===== src/rtl/sisc_pkg.sv =====
// Shared SISC definitions: opcodes, instruction field layout, fetch FSM encoding.
// Pure declarations; no timing or flow control of its own.
package sisc_pkg;

   localparam int INSTR_W = 32;
   localparam int PC_W    = 16;
   localparam int OPC_W   = 4;
   localparam int TMO_W   = 4;

   localparam int OPC_MSB = 31;
   localparam int OPC_LSB = 28;
   localparam int MM_MSB  = 27;
   localparam int MM_LSB  = 24;
   localparam int IMM_MSB = 15;
   localparam int IMM_LSB = 0;

   localparam logic [OPC_W-1:0] NOOP   = 4'd0;
   localparam logic [OPC_W-1:0] LOD    = 4'd1;
   localparam logic [OPC_W-1:0] STR    = 4'd2;
   localparam logic [OPC_W-1:0] BRA    = 4'd4;
   localparam logic [OPC_W-1:0] BRR    = 4'd5;
   localparam logic [OPC_W-1:0] BNE    = 4'd6;
   localparam logic [OPC_W-1:0] ALU_OP = 4'd8;
   localparam logic [OPC_W-1:0] HLT    = 4'd15;

   localparam logic [3:0] AM_IMM = 4'd8;

   // Cycles spent in WAIT without an ack before the fetch is declared dead.
   localparam int FETCH_TIMEOUT = 15;

   typedef enum logic [1:0] {
      IDLE = 2'd0,
      WAIT = 2'd1,
      ERR  = 2'd2
   } fetch_state_t;

   // Field order matches the bit positions above.
   typedef struct packed {
      logic [OPC_W-1:0] opcode;
      logic [3:0]       mm;
      logic [7:0]       rsvd;
      logic [15:0]      imm;
   } instr_t;

   function automatic logic [OPC_W-1:0] instr_opcode(input logic [INSTR_W-1:0] w);
      return w[OPC_MSB:OPC_LSB];
   endfunction

   function automatic logic is_halt(input logic [INSTR_W-1:0] w);
      return instr_opcode(w) == HLT;
   endfunction

endpackage


===== src/rtl/pc_unit.sv =====
// Program counter with +1 / relative / absolute next-PC selection, mod 2^16.
// Updates on the clock edge when enabled; synchronous clear has priority; no backpressure.
module pc_unit
   import sisc_pkg::*;
(
   input  logic            clk,
   input  logic            rst_f,
   input  logic            pc_rst,
   input  logic            pc_write,
   input  logic            pc_sel,
   input  logic            br_sel,
   input  logic [PC_W-1:0] imm,
   output logic [PC_W-1:0] pc
);

   logic [PC_W-1:0] pc_q;
   logic [PC_W-1:0] pc_inc;
   logic [PC_W-1:0] pc_rel;
   logic [PC_W-1:0] pc_tgt;
   logic [PC_W-1:0] pc_nxt;

   // Relative offsets are two's complement; plain 16-bit wraparound handles both directions.
   always_comb begin
      pc_inc = pc_q + PC_W'(1);
      pc_rel = pc_q + imm;
      pc_tgt = br_sel ? imm : pc_rel;
      pc_nxt = pc_sel ? pc_tgt : pc_inc;
   end

   always_ff @(posedge clk or posedge rst_f) begin
      if (rst_f) begin
         pc_q <= '0;
      end else if (pc_rst) begin
         pc_q <= '0;
      end else if (pc_write) begin
         pc_q <= pc_nxt;
      end
   end

   assign pc = pc_q;

endmodule


===== src/rtl/instr_fetch.sv =====
// Instruction fetch: PC, fetch FSM with timeout, IR, halt, status and instruction count.
// IR loads on the ack edge (ir_valid one cycle later); ir_load is ignored while busy or halted.
module instr_fetch
   import sisc_pkg::*;
(
   input  logic               clk,
   input  logic               rst_f,
   input  logic               pc_rst,
   input  logic               pc_write,
   input  logic               pc_sel,
   input  logic               br_sel,
   input  logic               ir_load,
   input  logic               stat_we,
   input  logic [3:0]         stat_in,
   output logic               imem_req,
   output logic [PC_W-1:0]    imem_addr,
   input  logic               imem_ack,
   input  logic [INSTR_W-1:0] imem_rdata,
   output logic [INSTR_W-1:0] ir,
   output logic [OPC_W-1:0]   opcode,
   output logic [3:0]         mm,
   output logic [3:0]         stat,
   output logic [PC_W-1:0]    pc,
   output logic               ir_valid,
   output logic               ir_busy,
   output logic               halted,
   output logic               fetch_err,
   output logic [15:0]        instr_cnt
);

   fetch_state_t     state_q;
   fetch_state_t     state_nxt;
   logic [TMO_W-1:0] tmo_q;
   instr_t           ir_q;
   logic             start_fetch;
   logic             load_ir;
   logic             fetch_tmo;

   pc_unit u_pc (
      .clk      (clk),
      .rst_f    (rst_f),
      .pc_rst   (pc_rst),
      .pc_write (pc_write),
      .pc_sel   (pc_sel),
      .br_sel   (br_sel),
      .imm      (ir_q.imm),
      .pc       (pc)
   );

   always_ff @(posedge clk or posedge rst_f) begin
      if (rst_f) begin
         state_q <= IDLE;
      end else begin
         state_q <= state_nxt;
      end
   end

   // Ack only counts in WAIT, so a stray ack in IDLE/ERR or after a reset is dropped here.
   always_comb begin
      state_nxt   = state_q;
      start_fetch = 1'b0;
      load_ir     = 1'b0;
      fetch_tmo   = 1'b0;
      ir_busy     = 1'b1;
      case (state_q)
         IDLE: begin
            ir_busy = 1'b0;
            if (ir_load && !halted) begin
               start_fetch = 1'b1;
               state_nxt   = WAIT;
            end
         end
         WAIT: begin
            if (imem_ack) begin
               load_ir   = 1'b1;
               state_nxt = IDLE;
            end else if (tmo_q == TMO_W'(FETCH_TIMEOUT - 1)) begin
               fetch_tmo = 1'b1;
               state_nxt = ERR;
            end
         end
         ERR: begin
            state_nxt = ERR;
         end
         default: begin
            state_nxt = IDLE;
         end
      endcase
   end

   // Address is captured at fetch start so PC updates during WAIT do not disturb it.
   always_ff @(posedge clk or posedge rst_f) begin
      if (rst_f) begin
         imem_req  <= 1'b0;
         imem_addr <= '0;
      end else if (start_fetch) begin
         imem_req  <= 1'b1;
         imem_addr <= pc;
      end else if (load_ir || fetch_tmo) begin
         imem_req  <= 1'b0;
      end
   end

   always_ff @(posedge clk or posedge rst_f) begin
      if (rst_f) begin
         tmo_q <= '0;
      end else if (start_fetch) begin
         tmo_q <= '0;
      end else if (state_q == WAIT && !imem_ack && !fetch_tmo) begin
         tmo_q <= tmo_q + TMO_W'(1);
      end
   end

   always_ff @(posedge clk or posedge rst_f) begin
      if (rst_f) begin
         ir_q      <= '0;
         ir_valid  <= 1'b0;
         halted    <= 1'b0;
         instr_cnt <= '0;
      end else begin
         ir_valid <= load_ir;
         if (load_ir) begin
            ir_q <= instr_t'(imem_rdata);
            if (is_halt(imem_rdata)) begin
               halted <= 1'b1;
            end
            if (instr_cnt != 16'hFFFF) begin
               instr_cnt <= instr_cnt + 16'd1;
            end
         end
      end
   end

   always_ff @(posedge clk or posedge rst_f) begin
      if (rst_f) begin
         fetch_err <= 1'b0;
      end else if (fetch_tmo) begin
         fetch_err <= 1'b1;
      end
   end

   always_ff @(posedge clk or posedge rst_f) begin
      if (rst_f) begin
         stat <= '0;
      end else if (stat_we) begin
         stat <= stat_in;
      end
   end

   assign ir     = ir_q;
   assign opcode = ir_q.opcode;
   assign mm     = ir_q.mm;

endmodule


===== config.mk =====
export PLATFORM = sky130hd
export DESIGN_NAME = instr_fetch
export DESIGN_NICKNAME = d
export VERILOG_FILES = /design/src/rtl/sisc_pkg.sv /design/src/rtl/pc_unit.sv /design/src/rtl/instr_fetch.sv
export SDC_FILE = /design/constraint.sdc
export NUM_CORES = 1
export LEC_CHECK = 0
export ABC_AREA = 1
export CAP_MARGIN = 20
export CORE_MARGIN = 2
export CORE_UTILIZATION = 53
export CTS_CLUSTER_SIZE = 40
export DETAILED_ROUTE_END_ITERATION = 7
export HOLD_SLACK_MARGIN = 0.12
export PLACE_DENSITY = 0.92
export SLEW_MARGIN = 5
export SYNTH_ARGS = -nofsm -noshare
export SYNTH_HDL_FRONTEND = slang
export SYNTH_SLANG_ARGS = --single-unit

===== constraint.sdc =====
create_clock -name clk -period 8.5 [get_ports clk]
set_clock_uncertainty 0.2 [all_clocks]
set_input_delay 1.7 -clock clk [delete_from_list [all_inputs] [get_ports clk]]
set_output_delay 1.7 -clock clk [all_outputs]
set_load 0.1 [all_outputs]

==> impl_metrics.tcl <==
set metrics [dict create \
    critPathArrivalTime_ns 2.07 \
    critPathSlowestCell "clkdlybuf4s50_1" \
    grt_pass1_wl_um 22510 \
    syn_area_per_cell_um2 7.337 \
    tns_ns 0 \
    avgRoutedWirePerCell_um 13.26 \
    relSlewSlack_pct 31.70 \
    switchingPower_uw 244.3 \
    rsz0062_at_grt "no" \
    maxClockFrequency_mhz 252.0 \
    cts_resized 0 \
    drv_slew 0 \
    place_hpwl_um 10210 \
    die_area_um2 11030 \
    rows 36 \
    root_buffer "clkbuf_8" \
    cts.sinks 94 \
    end_kind "output pin" \
    finalCoreUtilization_pct 72.21 \
    core_area_um2 9819 \
    start_util_pct 55.07 \
    seq_power_share_pct 52.3 \
    areaGrowthSynthToFinish_pct 31.12 \
    grt_max_degree 51 \
    crit_required_ns 6.60 \
    cts_buffer_depth 2 \
    htreeDepth 3 \
    syn_area_um2 5408 \
    n_antenna_cell 0 \
    status "finished clean" \
    path_class "register to output pin" \
    worst_slew_pin_slew_ns 1.021 \
    ys_seq_elements 94 \
    swShare_pct 27.66 \
    die-height_um 105.0 \
    viasPerCell 5.189 \
    antenna_found_initial 0 \
    track_usage_pct 24.95 \
    fin_hold_ws_ns 0.2857 \
    die_w_um 105.0 \
    numCtsBuffers 9 \
    drive_above_1_share_pct 4.582 \
    drc 0 \
    io_buffers 141 \
    yosysSeqAreaShare_pct 43.50 \
    drtIter0Drc 332 \
    wl_um 13340 \
    cellPowerDensity_nw_per_um2 124.6 \
    drv_cap 0 \
    path_buf_inv 1 \
    cts.clk_slew.worst_paths_ns 0.09 \
    finalSetupViolCount 0 \
    r2r_slack_ns 5.79 \
    synth_nets 802 \
    io_pins 142 \
    clock_latency_ns 0.35 \
    p_int_uw 638.9 \
    first_pass_iters 5 \
    fin_crit_sh_pct 46.69 \
    layout.nets 933 \
    hold_buffers 0 \
    detail-route-antenna-nets 0 \
    clockPowerShare_pct 33.5 \
    start_kind "register" \
    synth_warnings 0 \
    path_cells "clkdlybuf4s50_1" \
    holdCritPathClass "register to register" \
    ys_types 33 \
    grt_pass1_vias 4846 \
    ir_drop_mv 0.09806 \
    path_delay_family "buffers and inverters" \
    grt_overflow 0 \
    p_leak_nw 3.563 \
    period_needed_ns 3.969 \
    gp_congestion 0.9156 \
    path_max_fanout 7 \
    combPwrFrac_pct 14.3 \
    cts_tree "built" \
    cts_setup_buffers 0 \
    syn_inst 737 \
    hold_viol 0 \
    vias 5220 \
    crit_path_max_incr_delay_ns 1.20 \
]
Yosys cell counts (all sizes together):
| library cell | count | area, um2 |
|---|---|---|
| fa | 1 | 20.02 |
| or2 | 6 | 37.54 |
| nor2 | 36 | 162.7 |
| nand2 | 285 | 1080 |
| buf | 10 | 75.07 |
| nand3 | 56 | 285.3 |
| clkinv | 1 | 3.750 |
| nor4 | 1 | 6.260 |
| xnor2 | 5 | 43.79 |
| a21oi | 26 | 130.1 |
| dfrtp | 94 | 2352 |
| o21ai | 45 | 225.2 |
| xor2 | 15 | 131.4 |
| clkbuf | 14 | 52.55 |
| nor3 | 12 | 65.06 |
| mux2 | 4 | 45.04 |
| nand4 | 10 | 62.56 |
| o22ai | 3 | 18.77 |
| nand3b | 4 | 30.03 |
| a31oi | 2 | 12.51 |
| ha | 19 | 237.7 |
| inv | 88 | 330.3 |
final timing paths:
kind                             start       endpoint  depth (start not counted)
max in group asynchronous        rst_f         ir[21]                          3
hold reg to reg                 ir[18]         ir[18]                          2
setup reg to reg            state_q[1]  instr_cnt[10]                          8
min in group asynchronous        rst_f        stat[2]                          2
setup / recovery           u_pc.pc[13]         pc[13]                          1
hold / removal                  ir[18]         ir[18]                          2
power by group through the flow:
| stage | Sequential, mW | Combinational [mW] | Clock [mW] |
|---|---|---|---|
| after global placement | 0.470 | 0.124 | 0 |
| after floorplan | 0.510 | 0.0387 | 0 |
| after global routing | 0.463 | 0.136 | 0.322 |
| after CTS | 0.462 | 0.126 | 0.302 |
| final | 0.462 | 0.126 | 0.296 |
| after detailed placement | 0.471 | 0.126 | 0 |
layout by cell type (no fill, tap or decap), types with 5 or more instances in the layout:
| cell type | Yosys | routed |
|---|---|---|
| a21oi_1 | 26 | 26 |
| clkbuf_8 | 0 | 10 |
| clkdlybuf4s50_1 | 0 | 141 |
| dfrtp_1 | 94 | 94 |
| ha_1 | 19 | 19 |
| inv_1 | 86 | 85 |
| nand2_1 | 281 | 281 |
| nand3_1 | 55 | 55 |
| nand4_1 | 10 | 10 |
| nor2_1 | 31 | 31 |
| nor3_1 | 11 | 11 |
| o21ai_0 | 43 | 43 |
| xnor2_1 | 5 | 5 |
| xor2_1 | 15 | 15 |
registers in the layout (all words and copies together) (netlist names), 2 cells and up:
| signal | count |
|---|---|
| u_pc.pc | 16 |
| opcode | 4 |
| instr_cnt | 16 |
| mm | 4 |
| tmo_q | 4 |
| stat | 4 |
| state_q | 2 |
| imem_addr | 16 |
| ir | 24 |
stage by stage:
step / area [um2] / total power, mW / setup slack [ns] / std cells
after floorplan: 5408 / 0.5492 / 4.151 / 737
after global placement: 6875 / 0.5943 / 4.204 / 989
after detailed placement: 6875 / 0.5966 / 4.152 / 989
after CTS: 7076 / 0.8902 / 4.528 / 1005
after global routing: 7091 / 0.9206 / 4.288 / 1006
final: 7091 / 0.8833 / 4.531 / 1006
logic make-up (layout without fill, tap and decap cells):
family / after synthesis / after routing / share of synthesized area [%]
compound gates: 76 / 76 / 7.149
xor+xnor: 20 / 20 / 3.239
fa+ha+maj: 20 / 20 / 4.766
buf+inv: 113 / 249 / 8.538
flops: 94 / 94 / 43.50
mux: 4 / 4 / 0.8329
simple gates: 410 / 410 / 31.98
cell type report:
class | count | area, um2
clock inverters | 5 | 58.81
inverters | 89 | 336.6
fillers | 785 | 2729
clock buffers | 11 | 141.4
multi-input cells | 530 | 2594
repair buffers | 144 | 1441
flip-flops and latches | 94 | 2352
well taps | 133 | 166.4
routing by layer:
layer / share of wire, % / track usage, % / up-vias / routed length, um
li1: - / - / 2590 / -
met1: 45 / 34.28 / 2412 / 5980
met2: 45 / 39.15 / 193 / 6054
met3: 7.1 / 4.741 / 25 / 949
met4: 2.6 / 9.714 / 0 / 353
met5: 0 / 0 / - / 0
Note: power is estimated with default switching activity, not from simulation.
